`src/rtl/serial_alu_pkg.sv`:
```
// Shared encodings for the serial bitwise ALU: operation codes and FSM states.
package serial_alu_pkg;

  typedef enum logic [1:0] {
    OP_ADD = 2'b00,
    OP_AND = 2'b01,
    OP_OR  = 2'b10,
    OP_XOR = 2'b11
  } op_e;

  typedef enum logic [1:0] {
    S_IDLE = 2'b00,
    S_RUN  = 2'b01,
    S_DONE = 2'b10
  } state_e;

endpackage

```
`src/rtl/bitwise_slice.sv`:
```
// Combinational SLICE-bit ripple of the per-bit AND/OR/XOR/full-add function.
module bitwise_slice
  import serial_alu_pkg::*;
#(
  parameter int SLICE = 1
) (
  input  logic [SLICE-1:0] a,
  input  logic [SLICE-1:0] b,
  input  logic             cin,
  input  op_e              op,
  output logic [SLICE-1:0] q,
  output logic             cout
);

  always_comb begin : ripple
    logic c;
    c = cin;
    q = '0;
    for (int i = 0; i < SLICE; i++) begin
      case (op)
        OP_ADD: begin
          q[i] = a[i] ^ b[i] ^ c;
          c    = (a[i] & b[i]) | (c & (a[i] ^ b[i]));
        end
        OP_AND:  q[i] = a[i] & b[i];
        OP_OR:   q[i] = a[i] | b[i];
        default: q[i] = a[i] ^ b[i];
      endcase
    end
    // Logic ops never propagate a carry out of the slice.
    cout = (op == OP_ADD) ? c : 1'b0;
  end

endmodule

```
`src/rtl/serial_bitwise_alu.sv`:
```
// Multi-cycle ALU: WIDTH-bit operands consumed SLICE bits per clock through one
// bitwise_slice, with the inter-cycle carry held in a register.
module serial_bitwise_alu
  import serial_alu_pkg::*;
#(
  parameter int WIDTH = 8,
  parameter int SLICE = 1
) (
  input  logic             clk,
  input  logic             rst,
  input  logic             start,
  input  logic [1:0]       op,
  input  logic             invb,
  input  logic             cin,
  input  logic [WIDTH-1:0] a,
  input  logic [WIDTH-1:0] b,
  output logic             ready,
  output logic             busy,
  output logic             done,
  output logic [WIDTH-1:0] q,
  output logic             cout,
  output logic             zero
);

  localparam int N     = WIDTH / SLICE;
  localparam int CNT_W = (N > 1) ? $clog2(N) : 1;

  generate
    if (WIDTH < 2 || SLICE < 1 || (WIDTH % SLICE) != 0) begin : g_bad_params
      $error("serial_bitwise_alu: WIDTH must be >= 2 and a multiple of SLICE");
    end
  endgenerate

  state_e             state;
  op_e                op_r;
  logic               carry;
  logic [CNT_W-1:0]   cnt;
  logic [WIDTH-1:0]   sa, sb, sres, res_next;
  logic [SLICE-1:0]   slice_q;
  logic               slice_cout;
  logic               accept, last;

  bitwise_slice #(.SLICE(SLICE)) u_slice (
    .a    (sa[SLICE-1:0]),
    .b    (sb[SLICE-1:0]),
    .cin  (carry),
    .op   (op_r),
    .q    (slice_q),
    .cout (slice_cout)
  );

  // New result bits enter from the MSB side; after N shifts sres holds the full word.
  assign res_next = WIDTH'({slice_q, sres} >> SLICE);
  assign last     = (cnt == CNT_W'(N - 1));
  assign accept   = start && ready;

  // Operand/result shift registers: data only, no reset needed.
  always_ff @(posedge clk) begin
    if (accept) begin
      sa   <= a;
      sb   <= invb ? ~b : b;
      op_r <= op_e'(op);
    end else if (state == S_RUN) begin
      sa   <= sa >> SLICE;
      sb   <= sb >> SLICE;
      sres <= res_next;
    end
  end

  // Control FSM with registered handshake and result outputs.
  always_ff @(posedge clk) begin
    if (rst) begin
      state <= S_IDLE;
      ready <= 1'b1;
      busy  <= 1'b0;
      done  <= 1'b0;
      q     <= '0;
      cout  <= 1'b0;
      zero  <= 1'b0;
      carry <= 1'b0;
      cnt   <= '0;
    end else begin
      done <= 1'b0;
      case (state)
        S_RUN: begin
          cnt   <= cnt + 1'b1;
          carry <= slice_cout;
          if (last) begin
            state <= S_DONE;
            ready <= 1'b1;
            busy  <= 1'b0;
            done  <= 1'b1;
            q     <= res_next;
            cout  <= slice_cout;
            zero  <= (res_next == '0);
          end
        end
        default: begin
          if (start) begin
            state <= S_RUN;
            ready <= 1'b0;
            busy  <= 1'b1;
            cnt   <= '0;
            carry <= (op == OP_ADD) ? cin : 1'b0;
          end else begin
            state <= S_IDLE;
            ready <= 1'b1;
            busy  <= 1'b0;
          end
        end
      endcase
    end
  end

endmodule

```
`config.mk`:
```
export PLATFORM = sky130hd
export DESIGN_NAME = serial_bitwise_alu
export DESIGN_NICKNAME = d
export VERILOG_FILES = /design/src/rtl/serial_alu_pkg.sv /design/src/rtl/bitwise_slice.sv /design/src/rtl/serial_bitwise_alu.sv
export SDC_FILE = /design/constraint.sdc
export NUM_CORES = 1
export LEC_CHECK = 0
export CORE_AREA = 2 2 60 76
export DETAILED_ROUTE_END_ITERATION = 6
export DIE_AREA = 0 0 62 78
export PLACE_DENSITY = 0.68
export SLEW_MARGIN = 20
export SYNTH_ARGS = -nofsm -noshare
export SYNTH_HDL_FRONTEND = slang
export SYNTH_SLANG_ARGS = --single-unit
export TNS_END_PERCENT = 50
```
`constraint.sdc`:
```
create_clock -name clk -period 3.5 [get_ports clk]
set_clock_uncertainty 0.15 [all_clocks]
set_input_delay 0.7 -clock clk [delete_from_list [all_inputs] [get_ports clk]]
set_output_delay 0.7 -clock clk [all_outputs]
set_load 0.05 [all_outputs]
```
==> impl_results.md, run 1 <==
- CTS Buf Count: 5
- Root buffer cell: clkbuf_8
- Die Ht: 78 um
- Global-route wire length before repair: 5.22 mm
- Vias/cell: 4.88
- CTS Sinks: 43
- Syn_area_per_cell: 11.8 um2
- Pleak: 0.000811 uW
- Ranking of synthesized cells by area: edfxtp_1, dfxtp_1, nand2_1, mux2_2, xnor2_1
- # setup viols final: 0
- Pwr Total: 1070 uW
- Io pins: 36
- CP startpoint kind: input port
- Detail Placement HPWL: 2.30 mm
- Core area: 4070 um2
- Die Span X: 62 um
- Final GP Congestion: 0.747
- Time the worst path needs with I/O delays and setup: 2.56 ns
- Post-synth ARST share: 0
- Maximum Capacitance Violations: 0
- I/O Buffers: 35
- Period utilisation layout: 0.731
- Count leader, synth: nand2_1
- Global route total overflow: 0
- Synthesized Nets: 179
- Number of post-CTS setup repair buffers: 0
- ANT cells: 0
- CP Cell Sequence: clkdlybuf4s50_1 > nand2_1 > inv_2 > nor2_1
- Nets: 214
- Syn Std Cell Area: 1790 um2
- Std cell rows: 26
- Placed Cells: 235
- RSZ-0062 raised after global routing: no
- Crit Path Max Fanout: 17
- Peak supply drop: 0.222 mV
- Final hold violation count: 0
- Initial core utilization: 0.439
- Hold-fix buffers at CTS: 0
- Min-Delay Path Class: reg2reg
- WL per Instance: 12.3 um
- Register area share after synthesis: 0.622
- Final wirelength: 3.00 mm
- Outcome: finished, final reports clean
- Synth area leader: edfxtp_1
- Pwr Density: 470 nW/um2
- TritonCTS clock tree: built
- DIE AREA: 4840 um2
- Final non-filler cell total: 243
- Synth top area share: 0.420
- Max-slew violation count: 0
- Critical path type: in2reg
- Initial antenna violation count: 0
- Ys flop type: edfxtp_1
- Post-synth EDFFs: 25
- Routed Antenna Nets: 0
- Total Neg Setup Slack: 0 ns
- F_max: 391 MHz
- H-tree Lvls: 2
- Clock transition at the registers of the reported paths: 0.07 ns
- Most instantiated cells after synthesis: nand2_1, edfxtp_1, dfxtp_1
- CP arrival: 2.34 ns
- Largest net degree at the start of global routing: 20
- Slew margin rel.: 0.557
- DR pass1 iterations: 4
- Critical path data required time: 3.28 ns
- Residual DRC: 0
- First DRT Iteration DRCs: 19
- Clock Latency Late Sink: 0.29 ns
- Synth cell types: 29
- Vias in the first global route: 1203
- Layout cells sized above 1: 0.0909
- Yosys reg bits: 43
- FILL cells: 366
- Worst Tran Pin Value: 0.662 ns
- CP Capture Type: register
- Max Root-Sink Buffers: 2
- Total Routing Usage GR: 0.148
- Cells after Synth: 151
- Area grow syn2layout: 28.0%
- Ys Warns: 0
- Crit-path max cell delay: 0.54 ns
- CTS resizes: 0
- Vias: 1186
- Slowest CP cell: clkdlybuf4s50_1
[cell families (layout without fill, tap and decap cells)]
family,Yosys count,after routing,synth area share
AO/OA/AOI/OAI,23,23,0.0736
flip-flops,43,43,0.622
XOR/XNOR,8,8,0.0392
multiplexers,9,9,0.0624
adder cells (fa/ha/maj),5,5,0.0392
buffers and inverters,12,48,0.0266
AND/OR/NAND/NOR,51,51,0.137
[report_power, final]
part	internal, uW	switching [uW]	total (uW)
clock	209	158	367
combinational	58.4	53.1	112
sequential	578	16.2	594
total	845	227	1070
[cell type report]
type                            instances  area (um2)  area share
Sequential cell                        43        1110       0.486
Multi-Input combinational cell         96         627       0.274
Timing Repair Buffer                   35         350       0.153
Tap cell                               56        70.1      0.0307
Clock buffer                            5        68.8      0.0301
Clock inverter                          3        38.8      0.0170
Inverter                                5        18.8     0.00821
[placed cells by master, fill, tap and decap left out, types with 5 or more instances in the layout]
cell             instances
clkdlybuf4s50_1         35
nand2_1                 28
edfxtp_1                25
dfxtp_1                 18
a21oi_1                 13
xnor2_1                  8
o21ai_0                  7
mux2_2                   7
nor2_1                   6
nand3b_1                 5
clkbuf_8                 5
[path summary, 6_finish.rpt]
path / cells after the start / startpoint / slack (ns) / end
setup / recovery: 4 / start / 0.94 / sres[2]
hold reg to reg: 2 / q[5] / 0.31 / q[5]
setup reg to reg: 3 / sb[0] / 1.52 / zero
hold / removal: 2 / q[5] / 0.31 / q[5]
[worst max-delay path, delay by kind of cell]
kind	cells	cell delay, ns
AND/OR/NAND/NOR	2	0.89
buffers and inverters	2	0.75
[layer usage]
metal  global-route usage  part of all wire
met1                0.168              0.41
met2                0.248              0.52
met3               0.0500             0.052
met5                    0                 0
met4               0.0574             0.019
[metrics by stage]
step	hold slack (ns)	util	setup slack [ns]	instance area (um2)
after floorplan	0.300	-	1.47	1790
after global placement	0.293	0.535	0.690	2180
after detailed placement	0.301	0.535	0.605	2180
after CTS	0.311	0.562	0.943	2280
after global routing	0.337	0.562	0.737	2280
final	0.308	0.562	0.940	2280
[sequential cells by signal (all words and copies together) (netlist names)]
signal,count
carry,1
cnt,3
cout,1
done,1
op_r,2
q,8
ready,1
sa,8
sb,8
sres,7
state,2
zero,1
(Power assumes the default switching activity.)
==> run 2: changes to the inputs <==
==> constraint.sdc (replaced) <==
create_clock -name clk -period 2.5 [get_ports clk]
set_clock_uncertainty 0.15 [all_clocks]
set_input_delay 0.5 -clock clk [delete_from_list [all_inputs] [get_ports clk]]
set_output_delay 0.5 -clock clk [all_outputs]
set_load 0.05 [all_outputs]
==> impl_results.md, run 2 (synthesis results as in run 1) <==
- Outcome: finished, final reports clean (unchanged)
- Global route total overflow: 0 (unchanged)
- TritonCTS clock tree: built (unchanged)
- I/O Buffers: 35 (unchanged)
- Critical path data required time: 1.85 ns (was 3.28 ns)
- Min-Delay Path Class: reg2reg (unchanged)
- Std cell rows: 26 (unchanged)
- CP Cell Sequence: clkdlybuf4s50_1 (was clkdlybuf4s50_1 > nand2_1 > inv_2 > nor2_1)
- Io pins: 36 (unchanged)
- RSZ-0062 raised after global routing: no (unchanged)
- WP buf/inv: 1 (was 2)
- Final GP Congestion: 0.771 (was 0.747)
- Top Registers: q x8, sa x8, sb x8 (unchanged)
- Core area: 4070 um2 (unchanged)
- Total Neg Setup Slack: 0 ns (unchanged)
- Net Sw Power: 310 uW (was 227 uW)
- Hold-fix buffers at CTS: 0 (unchanged)
- Max Root-Sink Buffers: 2 (unchanged)
- CP arrival: 1.49 ns (was 2.34 ns)
- Number of post-CTS setup repair buffers: 0 (unchanged)
- Final hold violation count: 0 (unchanged)
- Crit-path max cell delay: 0.83 ns (was 0.54 ns)
- # setup viols final: 0 (unchanged)
- Maximum Capacitance Violations: 0 (unchanged)
- Total Routing Usage GR: 0.140 (was 0.148)
- Finished Cell Area: 2300 um2 (was 2280 um2)
- Time the worst path needs with I/O delays and setup: 2.14 ns
- CTS resizes: 0 (unchanged)
- DR pass1 iterations: 4 (unchanged)
- Die Ht: 78 um (unchanged)
- Area grow syn2layout: 28.6% (was 28.0%)
- Initial core utilization: 0.439 (unchanged)
- Global-route wire length before repair: 5.03 mm (was 5.22 mm)
- Peak supply drop: 0.403 mV (was 0.222 mV)
- Slowest CP cell: clkdlybuf4s50_1 (unchanged)
- Flop pwr share: 0.592 (was 0.554)
- Largest net degree at the start of global routing: 17 (was 20)
- CTS Sinks: 43 (unchanged)
- Sw frac: 0.221 (was 0.212)
- H-tree Lvls: 2 (unchanged)
- Vias: 1197 (was 1186)
- Crit Path Max Fanout: 6 (was 17)
- Pleak: 0.000821 uW (was 0.000811 uW)
- F_max: 466 MHz
- Slew margin rel.: 0.641 (was 0.557)
- Vias/cell: 4.83 (was 4.88)
- Worst Tran Pin Value: 0.536 ns (was 0.662 ns)
- Max-slew violation count: 0 (unchanged)
- CP Capture Type: output pin (was register)
- Period utilisation layout: 0.858
- Highest-count cells in the layout ignoring fill and taps: clkdlybuf4s50_1, nand2_1, edfxtp_1 (unchanged)
- Die Span X: 62 um (unchanged)
- Final non-filler cell total: 248 (was 243)
- Layout cells sized above 1: 0.109 (was 0.0909)
- CP delay by family, top: buffers and inverters (was simple AND/OR/NAND/NOR gates)
- Detail Placement HPWL: 2.29 mm (was 2.30 mm)
- Residual DRC: 0 (unchanged)
- DIE AREA: 4840 um2 (unchanged)
- Routed Antenna Nets: 0 (unchanged)
- Clk pwr share: 0.290 (was 0.342)
- Nets: 219 (was 214)
- ANT cells: 0 (unchanged)
- First DRT Iteration DRCs: 30 (was 19)
- Critical path type: reg2out (was in2reg)
- WL per Instance: 12.0 um (was 12.3 um)
- Placed Cells: 240 (was 235)
- Commonest non-fill, non-tap cell in the layout: clkdlybuf4s50_1 (unchanged)
- Vias in the first global route: 1178 (was 1203)
- Final wirelength: 2.97 mm (was 3.00 mm)
- Comb power frac: 0.118 (was 0.104)
- Root buffer cell: clkbuf_8 (unchanged)
- CTS Buf Count: 5 (unchanged)
- Pint: 1090 uW (was 845 uW)
- Initial antenna violation count: 0 (unchanged)
- Pwr Density: 612 nW/um2 (was 470 nW/um2)
- DP Area: 2210 um2 (was 2180 um2)
- Post-layout util: 0.565 (was 0.562)
- Clock Latency Late Sink: 0.29 ns (about the same)
- CP startpoint kind: register (was input port)
- Clock transition at the registers of the reported paths: 0.07 ns (about the same)
-- run 2: cell count changes in the layout (fill, tap and decap cells not counted) --
| cell | before | now |
|---|---|---|
| clkbuf_1 | 0 | 2 |
| buf_4 | 0 | 5 |
| clkinv_1 | 1 | 0 |
| bufinv_16 | 1 | 0 |
-- run 2: worst paths after layout --
path | startpoint | to | slack [ns] | cells after the start
max | state[0] | busy | 0.36 | 1
max reg2reg | sb[0] | zero | 0.52 | 3
min | q[3] | q[3] | 0.31 | 2
min reg2reg | q[3] | q[3] | 0.31 | 2
-- run 2: cell type report --
class,count,area [um2]
Fill cell,369,1770
Sequential cell,43,1110
Multi-Input combinational cell,96,627
Timing Repair Buffer,40,388
Clock buffer,7,76.3
Tap cell,56,70.1
Inverter,5,18.8
Clock inverter,1,5.00
-- run 2: power groups by stage --
| stage | clock network, uW | logic [uW] | registers (uW) |
|---|---|---|---|
| final | 408 | 165 | 832 |
| after global routing | 457 | 184 | 837 |
| after CTS | 422 | 168 | 833 |
| after detailed placement | 0 | 168 | 848 |
| after global placement | 0 | 159 | 847 |
| after floorplan | 0 | 90.8 | 848 |
-- run 2: per-layer routing --
metal  part of all wire  up-vias  GRT usage
met4              0.015        0     0.0447
met1               0.43      551      0.159
met5                  0        -          0
li1                   -      605          -
met3              0.049        6     0.0500
met2               0.51       35      0.235
-- run 2: stage by stage --
| stage | power (uW) | hold WS, ns | setup slack (ns) |
|---|---|---|---|
| floorplan | 939 | 0.300 | 0.468 |
| global placement | 1010 | 0.294 | 0.424 |
| detailed placement | 1020 | 0.301 | 0.370 |
| CTS | 1420 | 0.311 | 0.336 |
| global route | 1480 | 0.326 | 0.292 |
| finish | 1400 | 0.307 | 0.356 |
